$ cat src/rtl/mem_write_buffer.sv
// Posted write buffer between the D-cache memory port and slow memory.
// Line write-backs are absorbed into a small FIFO and drained in the background.
// Reads are served from the buffer on a hit and forwarded to slow memory on a miss.
//
//  state | meaning
//  IDLE  | no memory transaction; choose read miss first, then drain
//  DRAIN | head entry being written to slow memory (m_write held)
//  READ  | read miss forwarded to slow memory (m_read held)
//  RESP  | miss data returned to the cache, c_ready high for one cycle
module mem_write_buffer #(
    parameter int DEPTH = 4,
    parameter int AW    = 28,
    parameter int DW    = 128
) (
    input  logic          i_clk,
    input  logic          i_rst,
    input  logic          i_c_read,
    input  logic          i_c_write,
    input  logic [AW-1:0] i_c_addr,
    input  logic [DW-1:0] i_c_wdata,
    output logic [DW-1:0] o_c_rdata,
    output logic          o_c_ready,
    output logic          o_m_read,
    output logic          o_m_write,
    output logic [AW-1:0] o_m_addr,
    output logic [DW-1:0] o_m_wdata,
    input  logic [DW-1:0] i_m_rdata,
    input  logic          i_m_ready,
    output logic          o_wb_empty
);
    localparam int PW = $clog2(DEPTH);
    localparam int CW = PW + 1;
    localparam logic [CW-1:0] FULL = CW'(DEPTH);

    typedef enum logic [1:0] {ST_IDLE, ST_DRAIN, ST_READ, ST_RESP} state_t;

    state_t           r_state;
    state_t           w_state_nxt;
    logic [AW-1:0]    r_addr [DEPTH];
    logic [DW-1:0]    r_data [DEPTH];
    logic [DEPTH-1:0] r_valid;
    logic [PW-1:0]    r_head;
    logic [PW-1:0]    r_tail;
    logic [CW-1:0]    r_count;
    logic             r_c_ready;
    logic [DW-1:0]    r_c_rdata;
    logic [AW-1:0]    r_miss_addr;

    logic [PW-1:0]    w_idx;
    logic             w_rd_hit;
    logic [PW-1:0]    w_rd_idx;
    logic             w_wr_hit;
    logic [PW-1:0]    w_wr_idx;
    logic             w_req_ok;
    logic             w_pop;
    logic             w_wr_coal;
    logic             w_wr_push;
    logic             w_rd_serve;
    logic             w_rd_miss;

    // Address match scan from oldest to youngest so the youngest match wins;
    // the head being drained is a read hit but never a coalesce target.
    always_comb begin
        w_idx    = '0;
        w_rd_hit = 1'b0;
        w_rd_idx = '0;
        w_wr_hit = 1'b0;
        w_wr_idx = '0;
        for (int k = 0; k < DEPTH; k++) begin
            w_idx = r_head + PW'(k);
            if (r_valid[w_idx] && (r_addr[w_idx] == i_c_addr)) begin
                w_rd_hit = 1'b1;
                w_rd_idx = w_idx;
                if (!((r_state == ST_DRAIN) && (w_idx == r_head))) begin
                    w_wr_hit = 1'b1;
                    w_wr_idx = w_idx;
                end
            end
        end
    end

    // Request qualification; a request seen while c_ready is high is the one being completed.
    // A pop in the same cycle frees the slot, so a write to a full buffer can be pushed then.
    always_comb begin
        w_req_ok   = !r_c_ready;
        w_pop      = (r_state == ST_DRAIN) && i_m_ready;
        w_wr_coal  = i_c_write && w_req_ok && w_wr_hit;
        w_wr_push  = i_c_write && w_req_ok && !w_wr_hit && ((r_count < FULL) || w_pop);
        w_rd_serve = i_c_read && w_req_ok && w_rd_hit &&
                     ((r_state == ST_IDLE) || (r_state == ST_DRAIN));
        w_rd_miss  = i_c_read && w_req_ok && !w_rd_hit;
    end

    // FSM state register.
    always_ff @(posedge i_clk) begin
        if (i_rst) begin
            r_state <= ST_IDLE;
        end else begin
            r_state <= w_state_nxt;
        end
    end

    // Next state and memory-side outputs; read misses take priority over draining.
    always_comb begin
        w_state_nxt = r_state;
        o_m_read    = 1'b0;
        o_m_write   = 1'b0;
        o_m_addr    = '0;
        o_m_wdata   = '0;
        case (r_state)
            ST_IDLE: begin
                if (w_rd_miss) begin
                    w_state_nxt = ST_READ;
                end else if (r_count != '0) begin
                    w_state_nxt = ST_DRAIN;
                end
            end
            ST_DRAIN: begin
                o_m_write = 1'b1;
                o_m_addr  = r_addr[r_head];
                o_m_wdata = r_data[r_head];
                if (i_m_ready) begin
                    w_state_nxt = ST_IDLE;
                end
            end
            ST_READ: begin
                o_m_read = 1'b1;
                o_m_addr = r_miss_addr;
                if (i_m_ready) begin
                    w_state_nxt = ST_RESP;
                end
            end
            ST_RESP: begin
                w_state_nxt = ST_IDLE;
            end
            default: begin
                w_state_nxt = ST_IDLE;
            end
        endcase
    end

    // FIFO storage: pop the drained head, coalesce or push incoming writes.
    always_ff @(posedge i_clk) begin
        if (i_rst) begin
            r_head  <= '0;
            r_tail  <= '0;
            r_count <= '0;
            r_valid <= '0;
            for (int k = 0; k < DEPTH; k++) begin
                r_addr[k] <= '0;
                r_data[k] <= '0;
            end
        end else begin
            if (w_pop) begin
                r_valid[r_head] <= 1'b0;
                r_head          <= r_head + PW'(1);
            end
            if (w_wr_coal) begin
                r_data[w_wr_idx] <= i_c_wdata;
            end
            if (w_wr_push) begin
                r_valid[r_tail] <= 1'b1;
                r_addr[r_tail]  <= i_c_addr;
                r_data[r_tail]  <= i_c_wdata;
                r_tail          <= r_tail + PW'(1);
            end
            r_count <= r_count + CW'(w_wr_push) - CW'(w_pop);
        end
    end

    // Cache response: one-cycle c_ready for accepted writes, read hits and returned misses.
    always_ff @(posedge i_clk) begin
        if (i_rst) begin
            r_c_ready   <= 1'b0;
            r_c_rdata   <= '0;
            r_miss_addr <= '0;
        end else begin
            r_c_ready <= w_wr_coal || w_wr_push || w_rd_serve ||
                         ((r_state == ST_READ) && i_m_ready);
            if (w_rd_serve) begin
                r_c_rdata <= r_data[w_rd_idx];
            end else if ((r_state == ST_READ) && i_m_ready) begin
                r_c_rdata <= i_m_rdata;
            end
            if ((r_state == ST_IDLE) && w_rd_miss) begin
                r_miss_addr <= i_c_addr;
            end
        end
    end

    assign o_c_ready  = r_c_ready;
    assign o_c_rdata  = r_c_rdata;
    assign o_wb_empty = (r_count == '0) && (r_state != ST_DRAIN);

endmodule

$ cat config.mk
export PLATFORM = sky130hd
export DESIGN_NAME = mem_write_buffer
export DESIGN_NICKNAME = d
export VERILOG_FILES = /design/src/rtl/mem_write_buffer.sv
export SDC_FILE = /design/constraint.sdc
export NUM_CORES = 2
export LEC_CHECK = 0
export ABC_AREA = 0
export CAP_MARGIN = 20
export CORE_UTILIZATION = 60
export CTS_BUF_LIST = sky130_fd_sc_hd__clkbuf_2
export DETAILED_ROUTE_END_ITERATION = 8
export PLACE_DENSITY_LB_ADDON = 0.12
export SLEW_MARGIN = 20
export SYNTH_ARGS = -nofsm -noshare
export SYNTH_HDL_FRONTEND = slang
export SYNTH_SLANG_ARGS = --single-unit
export TNS_END_PERCENT = 1
$ cat constraint.sdc
create_clock -name i_clk -period 25.6 [get_ports i_clk]
set_clock_uncertainty 0.1 [all_clocks]
set_input_delay 5.12 -clock i_clk [delete_from_list [all_inputs] [get_ports i_clk]]
set_output_delay 5.12 -clock i_clk [all_outputs]
set_load 0.01 [all_outputs]
==> impl_results.md <==
* GRT Total Usage at 0.392
* Max cap viols at 0
* CP Class: in2reg
* DRC errors left at 0
* Seq cells post-synth at 796
* Worst path depth at 13
* Hold Buf Count CTS at 0
* Max Clock Freq at 92.2 MHz
* Hold Crit Class: reg2reg
* Largest net degree at the start of global routing at 90
* Slowest cell on crit path: buf_4
* # IOs at 577
* Post-Synth XOR/XNOR Area at 0.0166
* Multi-input gate area at 21000 µm²
* Post-synth top area cell: edfxtp_1
* Largest family of logic cells by synthesized area: simple AND/OR/NAND/NOR gates
* Fin. max-slew vios at 0
* Die Area at 76900 µm²
* Mux contribution to synthesized area at 0.151
* Dpl hpwl at 94200 µm
* Crit path time final at 10840 ps
* Remaining antenna violation count at 0
* Post-synth top area share at 0.412
* Hold WS at 401 ps
* Post-Synth Simple-Gate Area at 0.156
* Clk_lat worst skew at 1460 ps
* CP endpoint kind: register
* Final cycle utilization of the critical path at 0.424
* Net count, final at 4676
* Synth Instances at 3923
* Top_reg_cell synth: edfxtp_1
* Outcome: complete, no violations
* Die Y at 277 µm
* Die width at 277 µm
* Mapped Area at 45500 µm²
* Dpl ws at 12840 ps
* Yosys cell types at 84
* Fin. Hold Viols at 0
* Vias at 37200
* LEAKAGE at 19.4 nW
* Post-synthesis compound-gate area fraction at 0.129
* Max-slew headroom at the worst pin at 0.222
* Finish-stage setup viols at 0
* Root cell of the clock tree: clkbuf_2
* Slowest cell delay on critical path at 850 ps
* H-tree depth at 4
* Synth Area in Adders at 0.00374
* Area contributors post-synth: edfxtp_1 (41%), mux4_2 (9.2%), dfxtp_1 (7.6%), a211oi_1 (3.9%), and2_1 (3.2%)
* First-pass GRT wire length at 228000 µm
* Clock Pin Slew Worst Setup and Hold Paths at 80 ps
* Post-Syn Area per Cell at 11.6 µm²
* Layout cells sized above 1 at 0.193
* Critical path peak fanout at 57
* RSZ-0062 raised after global routing: false
* Non-Filler Instances at 5526
* Crit path DAT at 11760 ps
* Worst path bufs/invs at 3
* Vias per inst at 6.74
* Cell count of the worst hold path at 2
* Worst-margin pin slew at 1170 ps
* Post-CTS Resized at 0
* Std-Cell Rows at 100
* Syn Nets at 4225
* CP required at 26520 ps
* Setup tns final at 0 ps
* Global placement routability congestion at 0.962
* Port bufs at 576
* Placed Cells incl. Taps at 5139
* Flop-to-flop setup slack at 15570 ps
* Clk buf depth at 3
* Fill cell total of the finished layout at 5464
* Initial core utilization at 0.609
* Register area at 22200 µm²
* Iter 0 DRT Violations at 4509
* TritonRoute pass-1 iters at 6
* Sinks on Clock Net at 796
* Final setup margin at 14760 ps
* P&R area growth vs syn at 16.7%
* Pwr per Cell Area at 70.3 nW/µm²
* Startpoint types: primary input
* CTS buffer count at 200
* Routed wire length at 153000 µm
* Asr flop ratio synth at 0
* Reg2Reg Depth at 16
* CTS tree: done
* Vias in the first global route at 36400
* Crit-path leading delay family: simple AND/OR/NAND/NOR gates
* CP Cell Sequence: clkdlybuf4s50_1 > nor2b_1 > a2111oi_0 > nand4_1 > a211o_1 > or3_4 > nand4_2 > or2_2 > o211ai_1 > or3_4 > nand2b_4 > buf_4 > buf_4
* Gr ovfl total at 0
* EDFF count, synth at 624
* DR WL/cell at 27.8 µm
* Synth warn at 0
* Sequential element share of the synthesized area at 0.488
* Antenna violations before repair at 19
* Postcts setup bufs at 0
* CORE AREA at 74700 µm²
* Maximum vdd drop at 0.0453 mV
-- path summary, 6_finish.rpt --
path	from	to
max	i_c_addr[16]	r_data[1][125]
min	r_miss_addr[22]	r_miss_addr[22]
max reg2reg	r_head[0]	r_data[1][125]
min reg2reg	r_miss_addr[22]	r_miss_addr[22]
-- stage by stage --
stage                     utilization  area (µm²)  total power [mW]
after floorplan                     -       45500              2.40
after global placement          0.685       51200              2.83
after detailed placement        0.685       51200              2.85
after CTS                       0.710       53000              3.71
after global routing            0.711       53100              3.87
final                           0.711       53100              3.73
-- layout by cell type, fill, tap and decap left out, types with 9 or more instances in the layout --
master           instances
a22oi_1                 35
clkbuf_2               306
clkinv_2                 9
nor3_2                  28
a221oi_1               104
buf_4                   60
o21ai_0                 16
and3_1                 129
clkinv_1                52
nor2_4                 102
dfxtp_1                169
clkdlybuf4s50_1        574
edfxtp_1               624
mux2_2                 113
nand2_1                172
a21oi_1                129
xor2_1                  25
xnor2_1                 61
o221a_1                 27
mux2i_1                129
ha_1                    10
nor2_1                 357
o22ai_1                111
nand4_1                 15
nand3_1                 13
nand2b_1                10
and2_1                 233
nor3_1                 121
a211oi_1               234
diode_2                 10
mux4_2                 186
a221o_1                 29
inv_1                  146
nor2b_1                 34
o221ai_1                33
-- cell type report --
| type | count | share of cell area |
|---|---|---|
| clock buffer | 306 | 0.0288 |
| inverter | 151 | 0.0107 |
| clock inverter | 69 | 0.00592 |
| multi-input combinational | 2587 | 0.395 |
| tap | 969 | 0.0228 |
| sequential | 796 | 0.418 |
| timing repair buffer | 638 | 0.118 |
| antenna | 10 | 0.000471 |
-- where the power goes --
part,switching (mW),total (mW),internal [mW]
Sequential,0.105,1.64,1.54
Combinational,0.711,1.21,0.503
Clock,0.548,0.873,0.325
-- cell usage after synthesis (all sizes together) (5+ instances only) --
library cell,instances
a221oi,104
o221ai,33
and4,7
and2,233
a22oi,35
a21oi,132
o22ai,112
inv,147
mux4,187
nand2b,13
o221a,27
nor4,13
a221o,29
o211ai,5
or3,8
xnor2,61
and3,129
ha,12
dfxtp,172
edfxtp,624
mux2,117
nor3,150
or2,7
a31o,5
a2bb2oi,7
xor2,25
nand3,16
o21ai,17
buf,167
nand4,16
nor2,459
a211oi,237
clkbuf,222
nor2b,34
nand2,174
mux2i,131
-- layer usage --
metal,GRT usage,part of all wire,vias up
met4,0.167,0.041,16
li1,-,-,15900
met2,0.602,0.46,2627
met5,0,0.00067,-
met3,0.110,0.12,398
met1,0.523,0.37,18300
-- tightest hold or removal path, stage by stage (launching register included) --
cell     delay, ps
dfxtp_1        330
a21oi_1         70
nor2_1          70
-- cells by family (layout without fill, tap and decap cells) --
kind of cell	count (synthesis)	in the layout
buf+inv	540	1164
fa+ha+maj	13	13
xor+xnor	86	86
simple gates	1263	1263
compound gates	790	790
mux	435	435
flops	796	796
other cells	0	10
-- state kept, by name, summed over array words and instances, names as in the netlist, named ones only --
name and cells:
o_c_rdata 128, o_c_ready 1, r_addr 112, r_count 3, r_data 512, r_head 2
r_miss_addr 28, r_state 2, r_tail 2, r_valid 4
Note: power is estimated with default switching activity, not from simulation.
